`src/rtl/rf8_op_seq.sv`:
```
// rf8_op_seq: multi-cycle instruction sequencer in front of an 8x8 register file.
// Accepts one instruction per valid/ready handshake, reads up to two operands via
// the RF's single combinational read port, computes an ALU result and writes it back.
//
// Ports:
//   clk, rst            clock, asynchronous active-low reset
//   in_valid/in_ready   instruction handshake
//   in_op/rd/rs1/rs2    opcode and register fields, in_imm immediate for LDI
//   rf_ra, rf_dout      RF read port (combinational read data)
//   rf_wa, rf_din, rf_we RF write port
//   busy, done          status: not idle / one-cycle pulse in writeback
//   flag_z, flag_c      registered zero and carry/borrow flags
module rf8_op_seq #(
  parameter int DW = 8,
  parameter int AW = 3
) (
  input  logic          clk,
  input  logic          rst,
  input  logic          in_valid,
  output logic          in_ready,
  input  logic [2:0]    in_op,
  input  logic [AW-1:0] in_rd,
  input  logic [AW-1:0] in_rs1,
  input  logic [AW-1:0] in_rs2,
  input  logic [DW-1:0] in_imm,
  output logic [AW-1:0] rf_ra,
  input  logic [DW-1:0] rf_dout,
  output logic [AW-1:0] rf_wa,
  output logic [DW-1:0] rf_din,
  output logic          rf_we,
  output logic          busy,
  output logic          done,
  output logic          flag_z,
  output logic          flag_c
);

  typedef enum logic [2:0] {
    OP_ADD = 3'd0, OP_SUB = 3'd1, OP_AND = 3'd2, OP_OR  = 3'd3,
    OP_XOR = 3'd4, OP_LDI = 3'd5, OP_SHL = 3'd6, OP_NOP = 3'd7
  } op_e;

  typedef enum logic [1:0] {IDLE, RD1, RD2, WB} state_e;

  typedef struct packed {
    logic [2:0]    op;
    logic [AW-1:0] rd;
    logic [AW-1:0] rs1;
    logic [AW-1:0] rs2;
    logic [DW-1:0] imm;
  } instr_t;

  state_e          r_state, w_next;
  instr_t          r_ins;
  logic [DW-1:0]   r_opa, r_opb;
  logic            r_z, r_c;
  logic            w_accept;
  logic [DW:0]     w_res;     // bit DW carries carry/borrow/shifted-out bit
  logic            w_flag_upd;

  assign w_accept = in_valid & in_ready;

  // ALU on the latched operands; only meaningful in WB.
  always_comb begin
    w_res = '0;
    case (op_e'(r_ins.op))
      OP_ADD:  w_res = {1'b0, r_opa} + {1'b0, r_opb};
      OP_SUB:  w_res = {1'b0, r_opa} - {1'b0, r_opb};  // MSB set iff opa < opb
      OP_AND:  w_res = {1'b0, r_opa & r_opb};
      OP_OR:   w_res = {1'b0, r_opa | r_opb};
      OP_XOR:  w_res = {1'b0, r_opa ^ r_opb};
      OP_LDI:  w_res = {1'b0, r_ins.imm};
      OP_SHL:  w_res = {r_opa, 1'b0};
      default: w_res = '0;
    endcase
  end

  assign w_flag_upd = (r_ins.op != OP_LDI) && (r_ins.op != OP_NOP);

  // Next-state and outputs
  always_comb begin
    w_next   = r_state;
    in_ready = 1'b0;
    rf_ra    = r_ins.rs1;
    rf_wa    = r_ins.rd;
    rf_din   = w_res[DW-1:0];
    rf_we    = 1'b0;
    done     = 1'b0;
    case (r_state)
      IDLE: begin
        in_ready = rst;
        if (w_accept) begin
          if (in_op == OP_LDI || in_op == OP_NOP) w_next = WB;
          else                                    w_next = RD1;
        end
      end
      RD1: w_next = (r_ins.op == OP_SHL) ? WB : RD2;
      RD2: begin
        rf_ra  = r_ins.rs2;
        w_next = WB;
      end
      WB: begin
        rf_we  = (r_ins.op != OP_NOP);
        done   = 1'b1;
        w_next = IDLE;
      end
      default: w_next = IDLE;
    endcase
  end

  assign busy   = (r_state != IDLE);
  assign flag_z = r_z;
  assign flag_c = r_c;

  always_ff @(posedge clk or negedge rst) begin
    if (!rst) begin
      r_state <= IDLE;
      r_ins   <= '0;
      r_opa   <= '0;
      r_opb   <= '0;
      r_z     <= 1'b0;
      r_c     <= 1'b0;
    end else begin
      r_state <= w_next;
      if (w_accept) r_ins <= '{op: in_op, rd: in_rd, rs1: in_rs1, rs2: in_rs2, imm: in_imm};
      if (r_state == RD1) r_opa <= rf_dout;
      if (r_state == RD2) r_opb <= rf_dout;
      if (r_state == WB && w_flag_upd) begin
        r_z <= (w_res[DW-1:0] == '0);
        r_c <= w_res[DW];
      end
    end
  end

endmodule
```
`config.mk`:
```
export PLATFORM = sky130hd
export DESIGN_NAME = rf8_op_seq
export DESIGN_NICKNAME = d
export VERILOG_FILES = /design/src/rtl/rf8_op_seq.sv
export SDC_FILE = /design/constraint.sdc
export NUM_CORES = 1
export LEC_CHECK = 0
export ABC_AREA = 1
export CORE_ASPECT_RATIO = 0.75
export CORE_MARGIN = 1
export CORE_UTILIZATION = 25
export DETAILED_ROUTE_END_ITERATION = 8
export PLACE_DENSITY = 0.52
export SYNTH_ARGS = -nofsm -noshare
export SYNTH_HDL_FRONTEND = slang
export SYNTH_SLANG_ARGS = --single-unit
```
`constraint.sdc`:
```
create_clock -name clk -period 5.2 [get_ports clk]
set_input_delay 0.78 -clock clk [delete_from_list [all_inputs] [get_ports clk]]
set_output_delay 0.78 -clock clk [all_outputs]
set_load 0.05 [all_outputs]
```
# After elaboration in Yosys (flattened, before gate mapping)
# Cells that the tools add are included.
[totals]
reg_bits = 40
latch_bits = 0
ram_bits = 0
romBits = 0
out_inout_bits = 20
mem_count = 0
[op_classes]
addsub = 2
n_mul = 0
n_div = 0
magnitude_cmp = 0
n_eq_ne = 14
shifts = 0
mux = 9
bitwise_logic = 4
n_reduce_logical = 7
[op_table]
columns = ["op", "n"]
rows = [
  ["9-bit one-hot mux with 7 select lines", 1],
  ["3-bit == test (second input constant)", 5],
  ["8-bit by 8-bit adder with 9-bit output", 1],
  ["8-bit by 8-bit subtractor with 9-bit output", 1],
  ["8-bit bitwise AND", 1],
  ["8-bit zero test", 1],
  ["8-bit OR", 1],
  ["2-bit one-hot mux with 4 select lines", 1],
  ["8-bit XOR", 1],
  ["3-bit by 2-bit == test with 1-bit output (second input constant)", 2],
  ["3-bit != test (second input constant)", 2],
  ["2-bit == test (second input constant)", 2],
  ["1-bit 2-to-1 mux", 4],
  ["2-bit 2-to-1 mux", 2],
  ["3-bit by 1-bit == test with 1-bit output (second input constant)", 1],
  ["3-bit zero test", 1],
  ["3-bit 2-to-1 mux", 1],
  ["2-bit by 1-bit == test with 1-bit output (second input constant)", 1],
  ["1-bit logical AND", 2],
  ["2-bit zero test", 1],
  ["2-bit != test (second input constant)", 1],
  ["2-bit nonzero test", 1],
  ["1-bit bitwise AND", 1],
  ["1-bit logical OR", 1],
]

# Longest topological paths before layout
# Gate-level depths: netlist of run 1.
[depth]
depth_word = 5
ltp_mapped = 19
ltp_nobuf = 19

# Worst setup path after synthesis of run 1
# Ideal clock, no wire load.
[synth_timing]
path_type = "flip-flop to output port"
start = "register r_ins[19] in the netlist's numbering"
end = "output port rf_din[5]"
t_arrival_ns = 2.239
slack_ns = 2.181
path_stages_with_launch = 16
n_path_buf = 2
path_cell_list = "dfrtp_1 -> buf_4 -> inv_1 -> nand3_2 -> inv_1 -> or2_2 -> xor2_1 -> ha_1 -> a21oi_1 -> nand2_1 -> nand3_1 -> nand2_1 -> nand2_1 -> nand3_1 -> nand2_1 -> buf_4"
[synth_via]
elab_chain_len = 2
elab_cells_between_ends = 8
cone_classes = "eq/ne: 6; mux: 1; reduce/logical: 1"
[synth_lines]
columns = ["item", "line_no", "text"]
rows = [
  ["from (decl)", "53", "instr_t r_ins;"],
  ["from (signal assigned)", "124", "if (w_accept) r_ins <= '{op: in_op, rd: in_rd, rs1: in_rs1, rs2: in_rs2, imm: in_imm};"],
  ["3-bit == test (tied with other cells)", "65", "case (op_e'(r_ins.op))"],
  ["9-bit one-hot mux with 7 select lines *", "65", ""],
  ["to (decl)", "29", "output logic [DW-1:0] rf_din,"],
]
# Mark *: on every way between the ends. The rest lies on a longest branch, timed or not.

# Worst setup path after layout of run 1
[layout_timing]
start = "register r_ins[18] in the netlist's numbering"
end = "output port rf_din[5]"
# Same word-level chain as after synthesis.

==> results.json, run 1 <==
{
  "cp_cell_sequence": "inv_1, nand3_2, inv_1, or2_2, xor2_1, ha_1, a21oi_1, nand2_1, nand3_1, nand2_1, nand2_1, nand3_1, nand2_1, clkdlybuf4s50_1",
  "slowest_delay_ns": 0.80,
  "rsz0062_at_grt": "no",
  "rows": 33,
  "drc": 0,
  "cp_common_cell": "nand2_1",
  "start_kind": "flop",
  "drtIter0Drc": 155,
  "globalplace.congestion": 0.857,
  "portBuffers": 50,
  "dr.pass1.iters": 4,
  "cts_buffers": 5,
  "syn_area_mm2": 0.00292,
  "ioPinCount": 51,
  "yosys_warnings": 0,
  "grtUsageMet3_pct": 3.48,
  "status": "completed",
  "grt-ovfl-total": 0,
  "root_buffer": "clkbuf_16",
  "post-route-min-period_ns": 4.28,
  "slew_viol_final": 0,
  "areaGrowthSynthToFinish_pct": 25.3,
  "fin_tns_setup_ns": 0,
  "maxCapViolations": 0,
  "grt_pass1_vias": 2539,
  "cts_setup_buffers": 0,
  "slowest_stage": "clkdlybuf4s50_1",
  "crit_start": "r_ins[18]",
  "setup_viol": 0,
  "die_h_um": 95.5,
  "cts_tree": "yes",
  "dp_hpwl_um": 5880,
  "max_freq_ghz": 0.234,
  "avgRoutedWirePerCell_um": 13.3,
  "grtUsageTotal_pct": 13.6,
  "yosysMostFrequentCell": "nand2_1",
  "cts_max_path_buffers": 2,
  "vias_per_cell": 4.51,
  "hold_path.class": "reg2reg",
  "timing.final.hold_violations": 0,
  "antenna_found_initial": 0,
  "clkSinkCount": 40,
  "synth_area_leaders": "dfrtp_1 (34%), ha_1 (13%), nand2_1 (12%)",
  "synth_commonest_cells": "nand2_1 (94), inv_1 (56), dfrtp_1 (40), nor2_1 (34), o21ai_0 (31)",
  "die_area_mm2": 0.0121,
  "vias": 2541,
  "slew_headroom_pct": 34.3,
  "cts_hold_buf": 0,
  "synth_ff_type": "dfrtp_1",
  "postSynthCellCount": 383,
  "use_met1_pct": 20.4,
  "synth_top_area_cell": "dfrtp_1",
  "endpoint_kind": "primary output",
  "crit_fanout": 9,
  "ys_ff_latch": 40,
  "worst_setup_hold_path_clk_slew_ns": 0.06,
  "ant_nets": 0,
  "routed_wl_um": 7520,
  "die_w_um": 127,
  "critPathRequiredTime_ns": 4.42,
  "ys_types": 31,
  "worstSkewPairLatency_ns": 0.28,
  "htree_levels": 2,
  "min_period_over_period_pct": 82.3,
  "path_class": "reg2out",
  "synthArstFlopShare_pct": 100,
  "met2_usage_pct": 19.1,
  "fin_nets": 485,
  "diodes": 0,
  "syn-mean-instance-area_um2": 7.61,
  "reg2reg_from": "r_ins[18]",
  "post_cts_resize_count": 0,
  "layout-drive-gt1-share_pct": 7.78,
  "syn_nets": 445,
  "tightest_slew_ns": 0.984,
  "grt-busiest-layer": "met1",
  "hold_start": "flag_z",
  "synth-edff-count": 0,
  "cp.arrival_ns": 3.50,
  "synth_top_cell_area_share_pct": 34.3,
  "grt_max_degree": 42,
  "seq_area_frac_synth_pct": 34.3,
  "coreArea_mm2": 0.0111,
  "start_util_pct": 26.2,
  "rrSetupSlack_ns": 2.50,
  "grt_pass1_wl_um": 12800,
  "clock_skew_ns": 0.00499
}
## critical path, delay by kind of cell (launching register included)
family                   cells  cell delay [ns]
adder cells (fa/ha/maj)      1             0.35
AO/OA/AOI/OAI                1             0.21
XOR/XNOR                     1             0.14
flip-flops                   1             0.54
AND/OR/NAND/NOR              8             0.93
buffers and inverters        3             1.04
## stage by stage
step	setup slack [ns]	cell area, um2	hold WS [ns]	std cells	utilization (%)
2_1_floorplan	2.18	2920	0.478	383	-
6_report	0.919	3650	0.490	564	32.8
4_1_cts	0.934	3650	0.494	564	32.8
3_5_place_dp	1.25	3480	0.478	556	31.2
5_1_grt	0.685	3650	0.512	564	32.8
3_3_place_gp	1.32	3480	0.475	556	31.2
## state kept, by name (all words and copies together) (netlist names)
signal and count:
flag_c 1, flag_z 1, r_ins 17, r_opa 8, r_opb 8, r_state 2, rf_wa 3
## metal layers
| layer | up-vias | share of wire [%] |
|---|---|---|
| met3 | 8 | 7.9 |
| li1 | 1282 | - |
| met5 | - | 0 |
| met2 | 80 | 37 |
| met4 | 0 | 0.98 |
| met1 | 1171 | 54 |
## cell families after synthesis
logic type               count (synthesis)  share of synthesized area [%]
AO/OA/AOI/OAI                           50                           9.27
buffers and inverters                   77                           11.6
multiplexers                            14                           5.41
XOR/XNOR                                 7                           2.10
AND/OR/NAND/NOR                        164                           23.7
flip-flops                              40                           34.3
adder cells (fa/ha/maj)                 31                           13.6
## placed cells by master, fill, tap and decap left out, types with 3 or more instances in the layout
cell,count
inv_1,56
nand4_1,5
a21oi_1,12
nand3_1,21
clkbuf_16,5
clkdlybuf4s50_1,49
mux2_2,14
nand2_1,94
xor2_1,6
o21ai_0,31
inv_2,3
ha_1,30
dfrtp_1,40
nor2_1,34
## path summary, 6_finish.rpt
check,endpoint,cells past startpoint
worst max-delay path,rf_din[5],14
worst min-delay path,flag_z,2
worst max register to register,flag_z,16
worst min register to register,flag_z,2
max in group asynchronous,r_opb[4],2
min in group asynchronous,r_ins[10],2
## layout make-up
class	count	area, um2
flip-flops and latches	40	1000
clock buffers	6	139
well taps	140	175
repair buffers	51	503
fillers	1188	7490
clock inverters	2	38.8
multi-input cells	266	1580
inverters	59	221
Power of run 1 is left out: the tool's default activity adds up to more than one toggle a clock period on the data nets, which glitch-free logic cannot reach.
==> inputs of run 2 (changes only) <==
--- a/config.mk
+++ b/config.mk
@@ -10,7 +10,7 @@
 export CORE_MARGIN = 1
 export CORE_UTILIZATION = 25
 export DETAILED_ROUTE_END_ITERATION = 8
-export PLACE_DENSITY = 0.52
+export PLACE_DENSITY = 0.53
 export SYNTH_ARGS = -nofsm -noshare
 export SYNTH_HDL_FRONTEND = slang
 export SYNTH_SLANG_ARGS = --single-unit
==> constraint.sdc (replaced) <==
create_clock -name clk -period 3.85 [get_ports clk]
set_input_delay 0.5775 -clock clk [delete_from_list [all_inputs] [get_ports clk]]
set_output_delay 0.5775 -clock clk [all_outputs]
set_load 0.05 [all_outputs]
==> run 2 against run 1 <==
Against the previous run:
- clock skew is 0.0021 ns higher
- count of clock-buffer cells in the layout stayed put
- design area is 1.2% lower
- global-route usage is 0.30 points higher
- utilization is 0.39 points lower
- sequential share of layout area is 0.33 points higher
- largest cell class unchanged
==> results.json, run 2 (synthesized netlist as in run 1, its figures left out) <==
{
  "largest_register_ffs": 17,
  "root_buffer": "clkbuf_16",
  "clkSinkCount": 40,
  "rrSetupSlack_ns": 1.01,
  "mostFrequentLayoutCells": "nand2_1 (94), inv_1 (56), clkdlybuf4s50_1 (42)",
  "slowest_stage": "dfrtp_1",
  "rows": 33,
  "drc": 0,
  "worst_setup_hold_path_clk_slew_ns": 0.06,
  "start_util_pct": 26.2,
  "clock_skew_ns": 0.00712,
  "max_freq_ghz": 0.279,
  "cts_buffers": 5,
  "avgRoutedWirePerCell_um": 13.4,
  "tightest_slew_ns": 0.985,
  "status": "completed",
  "globalplace.congestion": 0.860,
  "die_h_um": 95.5,
  "grt_pass1_wl_um": 12900,
  "vias_per_cell": 4.47,
  "antenna_found_initial": 0,
  "portBuffers": 50,
  "routed_wl_um": 7580,
  "fillers": 1208,
  "timing.final.hold_violations": 0,
  "grt_pass1_vias": 2551,
  "critPathRequiredTime_ns": 3.27,
  "slew_headroom_pct": 34.2,
  "ioPinCount": 51,
  "areaGrowthSynthToFinish_pct": 23.8,
  "reg2reg_from": "r_ins[18]",
  "vias": 2521,
  "hold_slack_ns": 0.403,
  "grt_max_degree": 41,
  "fin_cells": 564,
  "dr.pass1.iters": 5,
  "rsz0062_at_grt": "no",
  "grt-ovfl-total": 0,
  "cp_common_cell": "inv_1",
  "cts_tree": "yes",
  "dp_hpwl_um": 6010,
  "path_class": "reg2out",
  "htree_levels": 2,
  "layout_commonest_cell": "nand2_1",
  "post-route-min-period_ns": 3.58,
  "worstSkewPairLatency_ns": 0.28,
  "reg_top3": "r_ins: 17 flops, r_opa: 8 flops, r_opb: 8 flops",
  "crit_fanout": 9,
  "start_kind": "flop",
  "layout-drive-gt1-share_pct": 8.73,
  "min_period_over_period_pct": 93.1,
  "drtIter0Drc": 171,
  "cp_cell_sequence": "inv_1, nand3_2, inv_1, or2_2, xor2_1, ha_1, inv_1, nand2_1, nand3_1, a21oi_1, nor2_1, nor2_1, inv_1, buf_4",
  "diodes": 0,
  "cp.arrival_ns": 3.01,
  "maxCapViolations": 0,
  "die_w_um": 127,
  "ant_nets": 0,
  "endpoint_kind": "primary output",
  "cts_hold_buf": 0,
  "die_area_mm2": 0.0121,
  "top_register": "r_ins",
  "worstReg2RegEnd": "flag_z",
  "fin_nets": 486,
  "grtUsageTotal_pct": 13.9,
  "ff2ff_path_depth": 16,
  "pre_cts_ws_ns": 0.426,
  "fin_tns_setup_ns": 0,
  "numPlacedInstances": 557,
  "hold_path.class": "in2async",
  "cts_max_path_buffers": 2,
  "setup_ws_ns": 0.266,
  "slowest_delay_ns": 0.53,
  "setup_viol": 0,
  "slew_viol_final": 0,
  "coreArea_mm2": 0.0111
}
## run 2: changes by cell type in the layout (fill, tap and decap cells not counted), sizes merged
cell / before / now
bufinv: 1 / 0
clkdlybuf4s50: 49 / 42
buf: 2 / 8
dlymetal6s2s: 0 / 2
## run 2: worst max path at each step
stage                end  slack, ns  startpoint  depth (start not counted)
6_report       rf_din[6]       0.27   r_ins[18]                         14
5_1_grt        rf_din[6]       0.05   r_ins[19]                         14
4_1_cts        rf_din[2]       0.12   r_ins[18]                         10
3_5_place_dp   rf_din[2]       0.43   r_ins[18]                         10
3_3_place_gp   rf_din[2]       0.49   r_ins[18]                         10
2_1_floorplan  rf_din[5]       1.03   r_ins[19]                         15
## run 2: critical path, delay by kind of cell, from the launching register on
| kind | cells | cell delay [ns] |
|---|---|---|
| buf+inv | 5 | 0.58 |
| xor+xnor | 1 | 0.15 |
| flops | 1 | 0.53 |
| compound gates | 1 | 0.18 |
| fa+ha+maj | 1 | 0.37 |
| simple gates | 6 | 0.91 |
## run 2: repair_timing
item / 4_1_cts / 5_1_grt
setup endpoints to repair: 0 / 2
buffers inserted: 0 / 0
gates resized for setup: 0 / 2
## run 2: final cells by class
cell class | count | area [um2] | share of cell area (%)
multi-input combinational | 266 | 1580 | 43.6
sequential | 40 | 1000 | 27.7
timing repair buffer | 52 | 503 | 13.9
inverter | 59 | 221 | 6.14
tap | 140 | 175 | 4.85
clock buffer | 6 | 129 | 3.57
clock inverter | 1 | 5.00 | 0.139
## run 2: metrics by stage
step	cell area, um2	utilization, %
after global routing	3610	32.4
after global placement	3470	31.1
after CTS	3600	32.3
after floorplan	2920	-
after detailed placement	3470	31.1
final	3610	32.4
## run 2: layer usage
metal	track usage, %	up-vias	routed length [um]
met2	21.9	65	3220
met1	19.0	1156	3790
met4	4.37	0	132
met3	3.37	10	436
li1	-	1290	-
met5	0	-	0
Power of run 2 is left out for the same reason.
==> inputs of run 3 (changes only) <==
--- a/config.mk
+++ b/config.mk
@@ -14,3 +14,4 @@
 export SYNTH_ARGS = -nofsm -noshare
 export SYNTH_HDL_FRONTEND = slang
 export SYNTH_SLANG_ARGS = --single-unit
+export TNS_END_PERCENT = 20
==> results of run 3 <==
Final layout, timing and power as in run 2 (identical DEF).
Power of run 3 is left out for the same reason.
